**src/rtl/count_sequencer.sv**
```systemverilog
// Command sequencer for a WIDTH-bit up/down counter: turns LOAD / count commands into
// preload, direction and count-enable strobes, and reports completion and overflow.
//
// state | meaning
// IDLE  | ready for a command (cmd_ready high)
// LOAD  | _load strobe low for one cycle with preld_val driven
// RUN   | carry_in high; counting remaining down or waiting for overflow
// DONE  | one-cycle done pulse; cnt_value captured into last_value
module count_sequencer #(
   parameter int unsigned WIDTH       = 16,
   parameter bit          WRAP        = 1'b1,
   parameter bit          STOP_ON_OVF = 1'b1
) (
   input  logic             clk,
   input  logic             _sreset,
   input  logic             cmd_valid,
   output logic             cmd_ready,
   input  logic [1:0]       cmd_op,
   input  logic [WIDTH-1:0] cmd_data,
   input  logic             abort,
   input  logic [WIDTH-1:0] cnt_value,
   input  logic             cnt_overflow,
   output logic             _load,
   output logic [WIDTH-1:0] preld_val,
   output logic             _updown,
   output logic             _wrapstop,
   output logic             carry_in,
   output logic             busy,
   output logic             done,
   output logic             err_ovf,
   output logic [WIDTH-1:0] last_value
);

   typedef enum logic [1:0] {
      ST_IDLE = 2'd0,
      ST_LOAD = 2'd1,
      ST_RUN  = 2'd2,
      ST_DONE = 2'd3
   } state_e;

   localparam logic [1:0] OP_LOAD      = 2'b00;
   localparam logic [1:0] OP_UP_N      = 2'b01;
   localparam logic [1:0] OP_DOWN_N    = 2'b10;
   localparam logic [1:0] OP_UP_TO_OVF = 2'b11;

   state_e           state_q, state_d;
   logic [1:0]       op_q, op_d;
   logic [WIDTH-1:0] remaining_q, remaining_d;
   logic             cmd_ready_q, cmd_ready_d;
   logic             load_n_q, load_n_d;
   logic [WIDTH-1:0] preld_q, preld_d;
   logic             updown_q, updown_d;
   logic             carry_q, carry_d;
   logic             busy_q, busy_d;
   logic             done_q, done_d;
   logic             err_q, err_d;
   logic [WIDTH-1:0] last_q, last_d;
   logic             stop;

   always_comb begin
      state_d     = state_q;
      op_d        = op_q;
      remaining_d = remaining_q;
      load_n_d    = 1'b1;
      preld_d     = preld_q;
      updown_d    = updown_q;
      carry_d     = 1'b0;
      err_d       = err_q;
      last_d      = last_q;
      stop        = 1'b0;

      case (state_q)
         ST_IDLE: begin
            if (cmd_valid) begin
               op_d  = cmd_op;
               err_d = 1'b0;
               case (cmd_op)
                  OP_LOAD: begin
                     state_d  = ST_LOAD;
                     load_n_d = 1'b0;
                     preld_d  = cmd_data;
                  end
                  OP_UP_N, OP_DOWN_N: begin
                     remaining_d = cmd_data;
                     updown_d    = (cmd_op == OP_UP_N);
                     if (cmd_data == '0) begin
                        state_d = ST_DONE;
                     end else begin
                        state_d = ST_RUN;
                        carry_d = 1'b1;
                     end
                  end
                  default: begin
                     remaining_d = '0;
                     updown_d    = 1'b1;
                     state_d     = ST_RUN;
                     carry_d     = 1'b1;
                  end
               endcase
            end
         end
         ST_LOAD: begin
            state_d = ST_DONE;
         end
         ST_RUN: begin
            carry_d = 1'b1;
            if (op_q == OP_UP_TO_OVF) begin
               stop = cnt_overflow;
            end else begin
               remaining_d = remaining_q - WIDTH'(1);
               if (cnt_overflow) begin
                  err_d = 1'b1;
                  if (STOP_ON_OVF) stop = 1'b1;
               end
               if (remaining_q == WIDTH'(1)) stop = 1'b1;
            end
            if (abort) stop = 1'b1;
            if (stop) begin
               state_d     = ST_DONE;
               carry_d     = 1'b0;
               remaining_d = '0;
            end
         end
         default: begin
            last_d  = cnt_value;
            state_d = ST_IDLE;
         end
      endcase

      // Status flags are registered copies of the next state so they line up with it.
      done_d      = (state_d == ST_DONE);
      cmd_ready_d = (state_d == ST_IDLE);
      busy_d      = (state_d != ST_IDLE);
   end

   always_ff @(posedge clk) begin
      if (!_sreset) begin
         state_q     <= ST_IDLE;
         op_q        <= OP_LOAD;
         remaining_q <= '0;
         cmd_ready_q <= 1'b1;
         load_n_q    <= 1'b1;
         preld_q     <= '0;
         updown_q    <= 1'b1;
         carry_q     <= 1'b0;
         busy_q      <= 1'b0;
         done_q      <= 1'b0;
         err_q       <= 1'b0;
         last_q      <= '0;
      end else begin
         state_q     <= state_d;
         op_q        <= op_d;
         remaining_q <= remaining_d;
         cmd_ready_q <= cmd_ready_d;
         load_n_q    <= load_n_d;
         preld_q     <= preld_d;
         updown_q    <= updown_d;
         carry_q     <= carry_d;
         busy_q      <= busy_d;
         done_q      <= done_d;
         err_q       <= err_d;
         last_q      <= last_d;
      end
   end

   assign cmd_ready  = cmd_ready_q;
   assign _load      = load_n_q;
   assign preld_val  = preld_q;
   assign _updown    = updown_q;
   assign _wrapstop  = WRAP;
   assign carry_in   = carry_q;
   assign busy       = busy_q;
   assign done       = done_q;
   assign err_ovf    = err_q;
   assign last_value = last_q;

endmodule

```
**config.mk**
```make
export PLATFORM = sky130hd
export DESIGN_NAME = count_sequencer
export DESIGN_NICKNAME = d
export VERILOG_FILES = /design/src/rtl/count_sequencer.sv
export SDC_FILE = /design/constraint.sdc
export NUM_CORES = 1
export LEC_CHECK = 0
export ABC_AREA = 1
export CAP_MARGIN = 40
export CORE_UTILIZATION = 25
export CTS_CLUSTER_SIZE = 25
export DETAILED_ROUTE_END_ITERATION = 12
export GPL_ROUTABILITY_DRIVEN = 0
export HOLD_SLACK_MARGIN = 0.02
export PLACE_DENSITY = 0.59
export SETUP_SLACK_MARGIN = 0.5
export SLEW_MARGIN = 10
export SYNTH_ARGS = -nofsm -noshare
export SYNTH_HDL_FRONTEND = slang
export SYNTH_SLANG_ARGS = --single-unit
```
**constraint.sdc**
```tcl
create_clock -name clk -period 1.41 [get_ports clk]
set_input_delay 0.282 -clock clk [delete_from_list [all_inputs] [get_ports clk]]
set_output_delay 0.282 -clock clk [all_outputs]
set_load 0.05 [all_outputs]
```
[Word level (Yosys, flattened, before mapping)]
Cells that the tools add are included.
Cells by class
  reduce and logical (&&, ||, !) cells: 14
  multiplexer cells: 26
  bitwise gates (word level): 1
  equal/unequal tests: 12
  add/sub/neg operators: 1
Operator list (number)
  one-hot mux 16 bit (2 select lines): 2
  two-way mux 16 bit: 3
  equality test 16 x 1 -> 1 bit (second input constant): 1
  zero test 16 bit: 1
  subtractor 16 x 1 -> 16 bit (second input constant): 1
  two-way mux 1 bit: 13
  AND reduction 3 bit: 3
  equality test 2 bit (second input constant): 4
  inequality test 2 bit (second input constant): 4
  one-hot mux 1 bit (2 select lines): 4
  AND reduction 4 bit: 2
  zero test 2 bit: 3
  one-hot mux 2 bit (3 select lines): 1
  equality test 2 x 1 -> 1 bit (second input constant): 2
  two-way mux 2 bit: 2
  one-hot mux 2 bit (2 select lines): 1
  nonzero test 2 bit: 2
  inequality test 3 bit (second input constant): 1
  OR reduction 3 bit: 1
  AND reduction 2 bit: 1
  OR reduction 2 bit: 1
  NOT 1 bit: 1
Storage, ports and cells
  output and inout bits: 40
  word-level logic and storage cells: 66
  flip-flop bits (word level): 59
  input port bits: 39

[Depth between registers and ports, before layout]
  word-level depth: 8
  depth in mapped cells: 12
  depth with buffers taken out: 12

[Least setup slack after synthesis]
OpenSTA, ideal clock, no wires.
  path type: register to register
  start point: register state_q[0]
  end point: register preld_q[0], in the netlist preld_val[0]
  cell stages (with the launch flop): 9
  data required time: 1.294 ns
  buffers on the path: 1
  path slack: -0.136 ns
  arrival: 1.429 ns
  setup time: 0.116 ns
  clock period less this slack: 1.546 ns
  cell sequence: dfxtp_1 > inv_1 > ha_1 > nand2_2 > nor2_1 > inv_1 > buf_2 > nor2_1 > nor2_1
On the way
  longest elaborated chain between the ends: 2
RTL lines
  start: declaration: line 46  | state_e state_q, state_d;
  start signal: assignment: line 151  | state_q <= state_d;
  zero test 2 bit: line 72  | case (state_q)
  AND reduction 3 bit (no source line)
  end signal: assignment: line 156  | preld_q <= preld_d;
  end: declaration: line 51  | logic [WIDTH-1:0] preld_q, preld_d;
No other way between the ends.
A chain may end at the register's enable or synchronous reset.

[Worst setup path in the final report]
  start point: register remaining_q[1]
  end point: register remaining_q[0]
On the way
  longest elaborated chain between the ends: 7
  elaborated cells on any way between the ends: 9
  classes of those cells: 2 x eq/ne; 6 x mux; 1 x reduce/logical
RTL lines
  start: declaration: line 48  | logic [WIDTH-1:0] remaining_q, remaining_d;
  start signal: assignment: line 153  | remaining_q <= remaining_d;
  equality test 16 x 1 -> 1 bit *: line 115  | if (remaining_q == WIDTH'(1)) stop = 1'b1;
  two-way mux 1 bit *: line 115
  two-way mux 1 bit *: line 107  | if (op_q == OP_UP_TO_OVF) begin
  two-way mux 1 bit *: line 117  | if (abort) stop = 1'b1;
  two-way mux 1 bit *: line 72
  inequality test 3 bit (no source line) / two-way mux 16 bit (equally long branches)
  AND reduction 4 bit (no source line) / one-hot mux 16 bit (2 select lines) (equally long branches)
Mark *: on every way between the ends. The rest lies on a longest branch, timed or not. The select of a mux whose other input is x is not followed.

==> reports/results.tsv <==
metric	value	unit
status	finished with violations	
failing checks	setup timing	
port bufs	77	
reg2reg start	remaining_q[1]$_SDFFE_PN0P_	
Iter 0 DRT Violations	277	
first-pass GRT wire length	16000	um
die area	12200	um2
synth unique cells	32	
Worst-Skew Late Latency	0.33	ns
Syn Inst Count	430	
clock share of power	0.189	
P_int	0.00733	W
CP Capture Point	remaining_q[0]$_SDFFE_PN0P_	
drt total wl	10800	um
Setup WS post-layout	-0.104	ns
DRC	0	
Leakage	2.71	nW
row cnt	39	
FF-to-FF path depth	12	
Reg2Reg Setup Slack	-0.10	ns
fmax	0.661	GHz
HP Class	input port to flop	
vias in the first global route	3344	
drt wl/cell	14.7	um
Net Count, Synth	480	
CTS sink cnt	59	
Die W	110	um
final hold violation count	0	
startpoint types	flop	
dpl cells	685	
PwrDens	2120	nW/um2
Die H	110	um
CTS max path bufs	2	
nets	638	
initial antenna violation count	0	
TritonRoute pass-1 iters	4	
R2R Path End	remaining_q[0]$_SDFFE_PN0P_	
CP required	1.63	ns
antenna cells	0	
Setup WS pre-CTS	-0.564	ns
arrival time at the worst endpoint	1.74	ns
Final Cell Area	6000	um2
TritonCTS Buffers	9	
DP Area	4650	um2
yosys warns	0	
GRT Residual Overflow	0	
largest net degree at the start of global routing	22	
Area Overhead vs Synth	105	%
GRT Overall Usage	0.175	
Finished Layout Cells	736	
Hold Slack	0.387	ns
Slew Limit Fails	0	
Seq/Total Area, Yosys	0.403	
Mapped Area	2930	um2
effective utilization at floorplan	0.257	
Setup-failing EPs final	34	
Critical Path End Type	flop	
I/O pin cnt	79	
logic gate share of total power	0.598	
Max Cap Viol	0	
fin crit share	1.07	
Worst Setup SP	remaining_q[1]$_SDFFE_PN0P_	
syn_area_per_cell	6.81	um2
sw power	0.00540	W
worst setup path category	flop to flop	
Sw Ratio	0.424	
layout cells sized above 1	0.555	
H-tree depth	3	
total number of vias	3390	
Worst-path clk slew	0.06	ns
worst vdd ir	1.22	mV
TritonCTS clock tree	built	
Yosys reg bits	59	
Reg power frac	0.213	
Vias/cell	4.61	
root buffer cell	clkbuf_16	
Final Skew	0.00989	ns
RSZ-0062 raised after global routing	yes	
minimum clock period	1.51	ns
Post-DRT Antenna Nets	0	
Final HPWL DP	6460	um
core outline area	11400	um2
crit-path max FO	8	
==> cells by family after synthesis <==
| family | count (synthesis) | share of synthesized area |
|---|---|---|
| adders and majority gates | 11 | 0.0470 |
| xor gates and xnor gates | 7 | 0.0209 |
| DFF | 59 | 0.403 |
| and+or+nand+nor | 219 | 0.312 |
| buffers and inverters | 67 | 0.100 |
| other | 1 | 0.00128 |
| AOI/OAI and AO/OA | 66 | 0.116 |
==> state kept, by name, indices dropped and copies added, names as in the netlist <==
register     count
err_ovf          1
_load            1
_updown          1
last_value      16
op_q             2
remaining_q     16
carry_in         1
busy             1
done             1
state_q          2
cmd_ready        1
preld_val       16
==> layer usage <==
metal,share of wire,up-vias,GRT usage
li1,-,1668,-
met1,0.37,1524,0.185
met2,0.50,155,0.303
met3,0.089,43,0.0553
met4,0.048,0,0.108
met5,0,-,0
==> Yosys cell counts <==
library cell,instances,share of area
nand3_1,25,0.043
nand2_2,6,0.013
ha_1,11,0.047
nand3b_1,1,0.0026
clkbuf_1,6,0.0077
and3_1,1,0.0021
clkbuf_2,1,0.0017
o21bai_1,1,0.0026
buf_1,1,0.0013
dfxtp_1,59,0.40
conb_1,1,0.0013
a21oi_1,20,0.034
o211ai_1,1,0.0026
a211oi_1,1,0.0026
nor2_4,2,0.0077
buf_12,1,0.0068
buf_6,2,0.0077
inv_1,50,0.064
buf_2,2,0.0034
buf_4,1,0.0026
inv_2,1,0.0013
o21ai_0,41,0.070
xor2_1,7,0.021
nor2_2,4,0.0085
inv_4,1,0.0021
nand4_1,3,0.0064
clkinv_1,1,0.0013
a31oi_1,1,0.0021
o21ai_1,1,0.0017
nand2_1,78,0.10
nor2_1,98,0.13
nand3_2,1,0.0034
==> critical path, cell delays in order, from the launching register on <==
cell and delay (ns):
dfxtp_2 0.33, inv_4 0.08, ha_4 0.13, nand3_2 0.07, nor2_2 0.11, nand3_2 0.12
nand2_4 0.10, nor2_4 0.06, buf_12 0.15, nand2_2 0.06, nand3_2 0.05, nand2_1 0.08
inv_1 0.05
==> worst min path at each step <==
stage / to / cells past startpoint / startpoint
2_1_floorplan: last_value[0]$_SDFFE_PN0N_ / 2 / cnt_value[0]
3_3_place_gp: op_q[1]$_SDFFE_PN0P_ / 2 / op_q[1]$_SDFFE_PN0P_
3_5_place_dp: _updown$_SDFFE_PN1P_ / 2 / _updown$_SDFFE_PN1P_
4_1_cts: op_q[1]$_SDFFE_PN0P_ / 3 / cmd_op[1]
5_1_grt: op_q[1]$_SDFFE_PN0P_ / 3 / cmd_op[1]
6_report: op_q[1]$_SDFFE_PN0P_ / 3 / cmd_op[1]
==> cell type report <==
type	instances	area [um2]
flip-flops and latches	59	1250
fillers	992	5420
clock inverters	5	75.1
repair inverters	1	6.26
well taps	143	179
multi-input cells	304	2050
inverters	53	228
clock buffers	11	253
repair buffers	160	1960
==> metrics by stage <==
step	TNS, ns	power, W	utilization
after floorplan	0	0.00572	-
after global placement	-16.07	0.00783	0.407
after detailed placement	-17.04	0.00794	0.407
after CTS	-0.474	0.0116	0.489
after global routing	-5.06	0.0134	0.525
final	-2.36	0.0127	0.525
==> power by group through the flow <==
| stage | logic (W) | registers [W] | clock network [W] |
|---|---|---|---|
| 2_1_floorplan | 0.00256 | 0.00316 | 0 |
| 3_3_place_gp | 0.00528 | 0.00255 | 0 |
| 3_5_place_dp | 0.00537 | 0.00257 | 0 |
| 4_1_cts | 0.00652 | 0.00266 | 0.00243 |
| 5_1_grt | 0.00818 | 0.00276 | 0.00250 |
| 6_report | 0.00761 | 0.00271 | 0.00241 |
==> cell usage in the layout, fill, tap and decap left out, types with 2 or more instances in the layout <==
cell / instances
dfxtp_2: 46
dfxtp_4: 3
nand3_2: 12
clkinv_2: 3
a21oi_2: 11
clkdlybuf4s50_1: 36
buf_4: 64
clkbuf_8: 2
nand4_1: 3
bufinv_16: 2
nand2_1: 56
nor2_1: 60
ha_1: 5
dlygate4sd2_1: 2
o21ai_1: 7
nand3_1: 11
inv_4: 8
buf_6: 7
a21oi_1: 5
o21ai_0: 18
o21ai_2: 16
nand2_4: 13
inv_1: 38
buf_8: 4
ha_4: 6
dfxtp_1: 10
inv_2: 5
clkbuf_16: 11
buf_12: 44
nor2_2: 33
nand3_4: 3
xor2_1: 6
nor2_4: 11
nand2_2: 15
a21oi_4: 4
==> repair_timing <==
item,4_1_cts,5_1_grt
hold buffers,0,0
pin swaps,28,26
endpoints found under the setup margin,98,98
buffers inserted,20,9
gates resized for setup,160,87
cloned,5,1
No activity file was read; power rests on OpenSTA's default activity.
